### src/rtl/vga_sprite_bouncer_if.sv
// Bus bundle for vga_sprite_bouncer: frame control in, per-sprite motion state out.
// Positions, colours and bounce flags are packed with sprite i at slice i.
interface vga_sprite_bouncer_if #(
  parameter int NUM_SPRITES = 2,
  parameter int POS_W       = 10,
  parameter int COLOR_W     = 3
);
  logic                           frame_tick;
  logic                           pause;
  logic [1:0]                     speed;
  logic [NUM_SPRITES*POS_W-1:0]   x_out;
  logic [NUM_SPRITES*POS_W-1:0]   y_out;
  logic [NUM_SPRITES*COLOR_W-1:0] color_out;
  logic [NUM_SPRITES-1:0]         bounce;
  logic                           busy;
  logic                           overrun;
  logic                           collide;

  modport master (
    output frame_tick, pause, speed,
    input  x_out, y_out, color_out, bounce, busy, overrun, collide
  );

  modport slave (
    input  frame_tick, pause, speed,
    output x_out, y_out, color_out, bounce, busy, overrun, collide
  );
endinterface

### src/rtl/vga_sprite_bouncer.sv
// Per-frame motion engine: walks NUM_SPRITES sprites one per cycle, bouncing them off the
// screen edges. Optional sprite-overlap detection is enabled by defining SPRITE_COLLIDE_EN.
module vga_sprite_bouncer #(
  parameter int NUM_SPRITES = 2,
  parameter int H_ACTIVE    = 640,
  parameter int V_ACTIVE    = 480,
  parameter int SPR_W       = 128,
  parameter int SPR_H       = 64,
  parameter int POS_W       = 10,
  parameter int COLOR_W     = 3
) (
  input logic                 clk,
  input logic                 rst,
  vga_sprite_bouncer_if.slave bus
);

  localparam int IDX_W = (NUM_SPRITES > 1) ? $clog2(NUM_SPRITES) : 1;
  localparam logic [POS_W:0] XMAX = (POS_W+1)'(H_ACTIVE - SPR_W);
  localparam logic [POS_W:0] YMAX = (POS_W+1)'(V_ACTIVE - SPR_H);

  typedef enum logic [1:0] {
    IDLE   = 2'd0,
    UPDATE = 2'd1,
    DONE   = 2'd2
  } state_t;

  state_t                 state_q, state_d;
  logic [IDX_W-1:0]       idx_q, idx_d;
  logic [2:0]             step_q, step_d;
  logic [POS_W-1:0]       x_q [NUM_SPRITES];
  logic [POS_W-1:0]       x_d [NUM_SPRITES];
  logic [POS_W-1:0]       y_q [NUM_SPRITES];
  logic [POS_W-1:0]       y_d [NUM_SPRITES];
  logic [COLOR_W-1:0]     color_q [NUM_SPRITES];
  logic [COLOR_W-1:0]     color_d [NUM_SPRITES];
  logic [NUM_SPRITES-1:0] dx_neg_q, dx_neg_d;
  logic [NUM_SPRITES-1:0] dy_neg_q, dy_neg_d;
  logic [NUM_SPRITES-1:0] hit_q, hit_d;
  logic [NUM_SPRITES-1:0] bounce_q, bounce_d;
  logic                   busy_q, busy_d;
  logic                   overrun_q, overrun_d;
  logic [POS_W+1:0]       x_res, y_res;

`ifdef SPRITE_COLLIDE_EN
  localparam logic [POS_W:0] SW = (POS_W+1)'(SPR_W);
  localparam logic [POS_W:0] SH = (POS_W+1)'(SPR_H);

  logic                   collide_q, collide_d;
  logic [NUM_SPRITES-1:0] ov;

  function automatic logic boxes_overlap(
    input logic [POS_W-1:0] a,
    input logic [POS_W-1:0] b,
    input logic [POS_W:0]   size
  );
    return ({1'b0, a} < ({1'b0, b} + size)) && ({1'b0, b} < ({1'b0, a} + size));
  endfunction
`endif

  // Result packing: {bounced, new_dir_negative, new_position}.
  function automatic logic [POS_W+1:0] axis_next(
    input logic [POS_W-1:0] pos,
    input logic             neg,
    input logic [2:0]       step,
    input logic [POS_W:0]   lim
  );
    logic [POS_W:0] wide;
    logic [POS_W:0] stp;
    logic [POS_W:0] nxt;
    logic           hit;
    logic           n;
    wide = {1'b0, pos};
    stp  = (POS_W+1)'(step);
    hit  = 1'b0;
    n    = neg;
    if (!neg) begin
      nxt = wide + stp;
      if (nxt >= lim) begin
        nxt = lim;
        n   = 1'b1;
        hit = 1'b1;
      end
    end else if (wide <= stp) begin
      nxt = '0;
      n   = 1'b0;
      hit = 1'b1;
    end else begin
      nxt = wide - stp;
    end
    return {hit, n, nxt[POS_W-1:0]};
  endfunction

  always_comb begin
    state_d   = state_q;
    idx_d     = idx_q;
    step_d    = step_q;
    x_d       = x_q;
    y_d       = y_q;
    color_d   = color_q;
    dx_neg_d  = dx_neg_q;
    dy_neg_d  = dy_neg_q;
    hit_d     = hit_q;
    overrun_d = overrun_q;
    x_res     = '0;
    y_res     = '0;
`ifdef SPRITE_COLLIDE_EN
    collide_d = collide_q;
    ov        = '0;
`endif

    // A tick that lands anywhere outside IDLE is lost; record it.
    if (bus.frame_tick && (state_q != IDLE)) begin
      overrun_d = 1'b1;
    end

    case (state_q)
      IDLE: begin
        if (bus.frame_tick && !bus.pause) begin
          state_d = UPDATE;
          idx_d   = '0;
          step_d  = {1'b0, bus.speed} + 3'd1;
          hit_d   = '0;
        end
      end

      UPDATE: begin
        for (int unsigned i = 0; i < NUM_SPRITES; i++) begin
          if (idx_q == IDX_W'(i)) begin
            x_res       = axis_next(x_q[i], dx_neg_q[i], step_q, XMAX);
            y_res       = axis_next(y_q[i], dy_neg_q[i], step_q, YMAX);
            x_d[i]      = x_res[POS_W-1:0];
            y_d[i]      = y_res[POS_W-1:0];
            dx_neg_d[i] = x_res[POS_W];
            dy_neg_d[i] = y_res[POS_W];
            if (x_res[POS_W+1] || y_res[POS_W+1]) begin
              color_d[i] = color_q[i] + COLOR_W'(1);
              hit_d[i]   = 1'b1;
            end
          end
        end
        if (idx_q == IDX_W'(NUM_SPRITES - 1)) begin
          state_d = DONE;
        end else begin
          idx_d = idx_q + IDX_W'(1);
        end
      end

      DONE: begin
        state_d = IDLE;
`ifdef SPRITE_COLLIDE_EN
        for (int unsigned i = 0; i < NUM_SPRITES; i++) begin
          for (int unsigned j = i + 1; j < NUM_SPRITES; j++) begin
            if (boxes_overlap(x_q[i], x_q[j], SW) && boxes_overlap(y_q[i], y_q[j], SH)) begin
              ov[i] = 1'b1;
              ov[j] = 1'b1;
            end
          end
        end
        collide_d = |ov;
        if (collide_d && !collide_q) begin
          for (int unsigned i = 0; i < NUM_SPRITES; i++) begin
            if (ov[i]) begin
              color_d[i] = color_q[i] + COLOR_W'(1);
            end
          end
        end
`endif
      end

      default: state_d = IDLE;
    endcase

    // Registered so that busy falls and bounce pulses in the same cycle the FSM sits in DONE.
    busy_d   = (state_d == UPDATE);
    bounce_d = (state_d == DONE) ? hit_d : '0;
  end

  always_ff @(posedge clk) begin
    if (rst) begin
      state_q   <= IDLE;
      idx_q     <= '0;
      step_q    <= '0;
      dx_neg_q  <= '0;
      dy_neg_q  <= '0;
      hit_q     <= '0;
      bounce_q  <= '0;
      busy_q    <= 1'b0;
      overrun_q <= 1'b0;
      for (int unsigned i = 0; i < NUM_SPRITES; i++) begin
        x_q[i]     <= POS_W'(i * 16);
        y_q[i]     <= POS_W'(i * 8);
        color_q[i] <= COLOR_W'(i);
      end
    end else begin
      state_q   <= state_d;
      idx_q     <= idx_d;
      step_q    <= step_d;
      dx_neg_q  <= dx_neg_d;
      dy_neg_q  <= dy_neg_d;
      hit_q     <= hit_d;
      bounce_q  <= bounce_d;
      busy_q    <= busy_d;
      overrun_q <= overrun_d;
      x_q       <= x_d;
      y_q       <= y_d;
      color_q   <= color_d;
    end
  end

`ifdef SPRITE_COLLIDE_EN
  always_ff @(posedge clk) begin
    if (rst) begin
      collide_q <= 1'b0;
    end else begin
      collide_q <= collide_d;
    end
  end

  assign bus.collide = collide_q;
`else
  assign bus.collide = 1'b0;
`endif

  always_comb begin
    bus.x_out     = '0;
    bus.y_out     = '0;
    bus.color_out = '0;
    for (int unsigned i = 0; i < NUM_SPRITES; i++) begin
      bus.x_out[i*POS_W +: POS_W]       = x_q[i];
      bus.y_out[i*POS_W +: POS_W]       = y_q[i];
      bus.color_out[i*COLOR_W +: COLOR_W] = color_q[i];
    end
  end

  assign bus.bounce  = bounce_q;
  assign bus.busy    = busy_q;
  assign bus.overrun = overrun_q;

endmodule
### src/flat_wrapper.sv
// flat-port wrapper written by rule: the top's interface ports become plain ports
module vga_sprite_bouncer_flat 
#(
  parameter int NUM_SPRITES = 2,
  parameter int H_ACTIVE    = 640,
  parameter int V_ACTIVE    = 480,
  parameter int SPR_W       = 128,
  parameter int SPR_H       = 64,
  parameter int POS_W       = 10,
  parameter int COLOR_W     = 3
)
  (clk, rst, bus_frame_tick, bus_pause, bus_speed, bus_x_out, bus_y_out, bus_color_out, bus_bounce, bus_busy, bus_overrun, bus_collide);
  vga_sprite_bouncer_if #(.NUM_SPRITES(NUM_SPRITES), .POS_W(POS_W), .COLOR_W(COLOR_W)) bus_i ();
  input logic clk;
  input logic rst;
  input wire logic [$bits(bus_i.frame_tick)-1:0] bus_frame_tick;
  input wire logic [$bits(bus_i.pause)-1:0] bus_pause;
  input wire logic [$bits(bus_i.speed)-1:0] bus_speed;
  output wire logic [$bits(bus_i.x_out)-1:0] bus_x_out;
  output wire logic [$bits(bus_i.y_out)-1:0] bus_y_out;
  output wire logic [$bits(bus_i.color_out)-1:0] bus_color_out;
  output wire logic [$bits(bus_i.bounce)-1:0] bus_bounce;
  output wire logic [$bits(bus_i.busy)-1:0] bus_busy;
  output wire logic [$bits(bus_i.overrun)-1:0] bus_overrun;
  output wire logic [$bits(bus_i.collide)-1:0] bus_collide;
  assign bus_i.frame_tick = bus_frame_tick;
  assign bus_i.pause = bus_pause;
  assign bus_i.speed = bus_speed;
  assign bus_x_out = bus_i.x_out;
  assign bus_y_out = bus_i.y_out;
  assign bus_color_out = bus_i.color_out;
  assign bus_bounce = bus_i.bounce;
  assign bus_busy = bus_i.busy;
  assign bus_overrun = bus_i.overrun;
  assign bus_collide = bus_i.collide;
  vga_sprite_bouncer #(.NUM_SPRITES(NUM_SPRITES), .H_ACTIVE(H_ACTIVE), .V_ACTIVE(V_ACTIVE), .SPR_W(SPR_W), .SPR_H(SPR_H), .POS_W(POS_W), .COLOR_W(COLOR_W)) u_core (.clk(clk), .rst(rst), .bus(bus_i));
endmodule
### config.mk
export PLATFORM = sky130hd
export DESIGN_NAME = vga_sprite_bouncer_flat
export DESIGN_NICKNAME = d
export VERILOG_FILES = /design/src/rtl/vga_sprite_bouncer_if.sv /design/src/rtl/vga_sprite_bouncer.sv /design/src/flat_wrapper.sv
export SDC_FILE = /design/constraint.sdc
export NUM_CORES = 1
export LEC_CHECK = 0
export ABC_AREA = 1
export ABC_CLOCK_PERIOD_IN_PS = 2800
export CAP_MARGIN = 40
export CORE_MARGIN = 1.5
export CORE_UTILIZATION = 57
export DETAILED_ROUTE_END_ITERATION = 10
export PLACE_DENSITY = 0.83
export SYNTH_ARGS = -nofsm -noshare
export SYNTH_HDL_FRONTEND = slang
export SYNTH_SLANG_ARGS = --single-unit
### constraint.sdc
create_clock -name clk -period 2.8 [get_ports clk]
set_input_delay 0.56 -clock clk [delete_from_list [all_inputs] [get_ports clk]]
set_output_delay 0.56 -clock clk [all_outputs]
set_load 0.02 [all_outputs]
==> impl_metrics.csv <==
group,metric,value,unit
status,run_status,"complete, no violations",
synth,synthFlopType,"sky130_fd_sc_hd__dfxtp_1",
synth,synth_seq_cells,62,
die,io_pins,57,
die,start_util,0.595,
sta,hold_ws,477,ps
sta,final_hold_viol_count,0,
die,fp.dieH,93.3,um
power,vdd_drop_max,0.317,mV
clocking,clock-root-buffer,"sky130_fd_sc_hd__clkbuf_8",
clocking,post_cts.repair.setup_buffers,0,
grt,grt_overflow,0,
final_layout,finalNetCount,769,
route,drc_errors,0,
worst_setup_path,max_fanout_on_critical_path,9,
placement,place_ws,351,ps
sta,postLayoutSetupSlackWorst,306,ps
worst_setup_path,cp-start-kind,"register",
route,detail_route.wirelength,11800,um
placement,place.detailed.hpwl,8600,um
grt,via_count_of_the_first_global_routing_pass,4367,
clocking,hold_buffers,0,
worst_setup_path,critPathKind,"reg2reg",
sta,clock-skew-final,5.11,ps
final_layout,final_core_utilization,0.704,
clocking,tritoncts,"built",
synth,synth_cell_types,44,
final_layout,instances_no_fill,835,
clocking,cts.clk_slew.worst_paths,70,ps
route,viasPerCell,5.59,
clocking,clock_sinks,62,
die,core_area,7810,um^2
synth,synthesis.area,4640,um^2
sta,slew_margin_rel,0.655,
worst_setup_path,critical_path.reg2reg.endpoint,"u_core.bus.color_out[5]",
grt,grt_start_max_net_pins,34,
placement,placed_cell_count,819,
route,drt_first_iter_violations,240,
worst_setup_path,cp-endpoint,"u_core.bus.color_out[5]",
worst_setup_path,critPathLaunch,"u_core.step_q[0]",
die,num_rows,32,
worst_setup_path,r2r-start,"u_core.step_q[0]",
worst_setup_path,crit_path_end_kind,"register",
clocking,post_cts_resized,0,
final_layout,layout-drive-gt1-share,0.0873,
worst_setup_path,reg2reg_slack,310,ps
clocking,cts_h_tree_depth,3,
worst_setup_path,timing.reg2reg.worst_path_depth,13,
route,wl_per_cell,14.2,um
clocking,tritoncts.num_buffers,9,
grt,grt_usage,0.283,
clocking,clockBufferDepth,2,
final_layout,final_cell_mix,"141 x sky130_fd_sc_hd__nand2_1, 69 x sky130_fd_sc_hd__inv_1, 62 x sky130_fd_sc_hd__dfxtp_1",
final_layout,mostFrequentLayoutCell,"sky130_fd_sc_hd__nand2_1",
synth,synth_enable_flop_cells,0,
route,antenna_violating_nets_post_route,0,
power,pwr_density_cell,447,nW/um^2
sta,period_minus_slack,2490,ps
grt,antenna_found_initial,0,
final_layout,antenna-diode-count,0,
power,power.static_leakage,0.00244,uW
sta,setup-violations-final,0,
die,chipWidth,93.3,um
sta,rsz0062_at_grt,"no",
sta,tightest_slew,515,ps
synth,part_of_the_yosys_area_used_for_sequential_elements,0.267,
die,die_area,8700,um^2
job,drv.max_cap_violation_count,0,
worst_setup_path,critical_path_arrival,2770,ps
final_layout,n_fill_cell,668,
clocking,clk-insertion-delay-late,340,ps
synth,synth.avg_cell_area,6.87,um^2
placement,buffer_ports.inserted,55,
final_layout,layout-area-overhead-vs-synth,18.4,%
route,drtPass1Iterations,5,
sta,tns,0,ps
sta,final.period_utilization,0.891,
placement,place.gp.congestion,0.931,
synth,synth-async-reset-ratio,0,
route,via_count,4669,
sta,top_achievable_clock_speed,401,MHz
synth,yosysWarnings,0,
grt,grt_first_pass_wirelength,19800,um
synth,synth_instances,676,
sta,final_max_slew_viol_count,0,
synth,synth_fp_nets,717,
worst_setup_path,worst_ep_required_time,3070,ps
worst_hold_path,hold_path.class,"reg2reg",
==> cells by family (layout without fill, tap and decap cells) <==
family | Yosys count | count (layout) | synth area share
XOR/XNOR | 41 | 41 | 0.0773
buffers and inverters | 99 | 156 | 0.0838
flip-flops | 62 | 62 | 0.267
AO/OA/AOI/OAI | 147 | 147 | 0.178
other | 1 | 1 | 0.000808
adder cells (fa/ha/maj) | 35 | 35 | 0.107
AND/OR/NAND/NOR | 291 | 291 | 0.285
==> per-stage QoR <==
stage	total power, uW	instance area [um^2]
2_1_floorplan	1400	4640
3_3_place_gp	1550	5270
4_1_cts	2460	5500
5_1_grt	2580	5500
3_5_place_dp	1570	5270
6_report	2460	5500
==> Yosys cell counts (3+ instances only) <==
cell                         n  area share
sky130_fd_sc_hd__nor3_1      8      0.0086
sky130_fd_sc_hd__nor2_1     55       0.044
sky130_fd_sc_hd__or2_2       5      0.0067
sky130_fd_sc_hd__xnor2_1     6       0.011
sky130_fd_sc_hd__o21ai_1     4      0.0043
sky130_fd_sc_hd__inv_1      69       0.056
sky130_fd_sc_hd__ha_1       27       0.073
sky130_fd_sc_hd__a21oi_2     5      0.0094
sky130_fd_sc_hd__nor2_4      3      0.0073
sky130_fd_sc_hd__o211ai_1    4      0.0065
sky130_fd_sc_hd__a31oi_1    18       0.024
sky130_fd_sc_hd__dfxtp_1    62        0.27
sky130_fd_sc_hd__a21oi_1    57       0.061
sky130_fd_sc_hd__inv_2       9      0.0073
sky130_fd_sc_hd__nand2_1   141        0.11
sky130_fd_sc_hd__fa_1        8       0.034
sky130_fd_sc_hd__buf_4       4      0.0065
sky130_fd_sc_hd__xor2_1     35       0.066
sky130_fd_sc_hd__nand4_1     7      0.0094
sky130_fd_sc_hd__clkbuf_1   12      0.0097
sky130_fd_sc_hd__nand2_4     4      0.0097
sky130_fd_sc_hd__nand2_2     6      0.0081
sky130_fd_sc_hd__nand3_1    47       0.051
sky130_fd_sc_hd__o21ai_0    50       0.054
sky130_fd_sc_hd__nand3b_1    4      0.0065
==> flip-flops by register name, summed over array words and instances (netlist names), 2 cells and up <==
signal	flops
u_core.step_q	3
u_core.state_q	2
u_core.bus.bounce	2
u_core.bus.y_out	20
u_core.bus.x_out	20
u_core.dx_neg_q	2
u_core.bus.color_out	6
u_core.hit_q	2
u_core.dy_neg_q	2
==> routing by layer <==
| layer | vias up | track usage | share of wire | routed length, um |
|---|---|---|---|---|
| met5 | - | 0 | 0 | 0 |
| met2 | 174 | 0.495 | 0.49 | 5790 |
| met4 | 0 | 0.0909 | 0.016 | 189 |
| met3 | 21 | 0.0528 | 0.061 | 716 |
| met1 | 2142 | 0.348 | 0.43 | 5130 |
| li1 | 2332 | - | - | - |
==> critical path: stages, from the launching register on <==
cell                      delay, ps
sky130_fd_sc_hd__dfxtp_1        440
sky130_fd_sc_hd__ha_1           280
sky130_fd_sc_hd__fa_1           430
sky130_fd_sc_hd__o21ai_2        220
sky130_fd_sc_hd__nor2_1          60
sky130_fd_sc_hd__nand2_1        150
sky130_fd_sc_hd__o21ai_1        110
sky130_fd_sc_hd__nand3_1        100
sky130_fd_sc_hd__nand2_1        150
sky130_fd_sc_hd__nand2_2        140
sky130_fd_sc_hd__nand2_4         80
sky130_fd_sc_hd__nand2_4         80
sky130_fd_sc_hd__nand2_1         60
sky130_fd_sc_hd__a21oi_1        130
==> final cells by class <==
class | count | area, um^2 | area share
Multi-Input combinational cell | 515 | 3010 | 0.548
Sequential cell | 62 | 1240 | 0.226
Tap cell | 102 | 128 | 0.0232
Clock inverter | 6 | 85.1 | 0.0155
Inverter | 79 | 297 | 0.0539
Timing Repair Buffer | 61 | 596 | 0.108
Clock buffer | 10 | 138 | 0.0250
==> power by group <==
part           total, uW  leakage [uW]  internal (uW)  switching, uW
Clock                897      0.000108            522            375
Combinational        583       0.00182            220            363
Sequential           977      0.000503            919           58.3
Total               2460       0.00244           1660            796
==> worst min path at each step <==
| stage | start | endpoint | cells past startpoint | slack (ps) |
|---|---|---|---|---|
| after floorplan | u_core.hit_q[0] | u_core.bus.bounce[0] | 2 | 450 |
| final | u_core.hit_q[0] | u_core.bus.bounce[0] | 2 | 480 |
| after global routing | u_core.bus.overrun | u_core.bus.overrun | 2 | 520 |
| after CTS | u_core.hit_q[0] | u_core.bus.bounce[0] | 2 | 480 |
| after global placement | u_core.bus.overrun | u_core.bus.overrun | 2 | 460 |
| after detailed placement | u_core.hit_q[0] | u_core.bus.bounce[0] | 2 | 470 |
(Power assumes the default switching activity.)
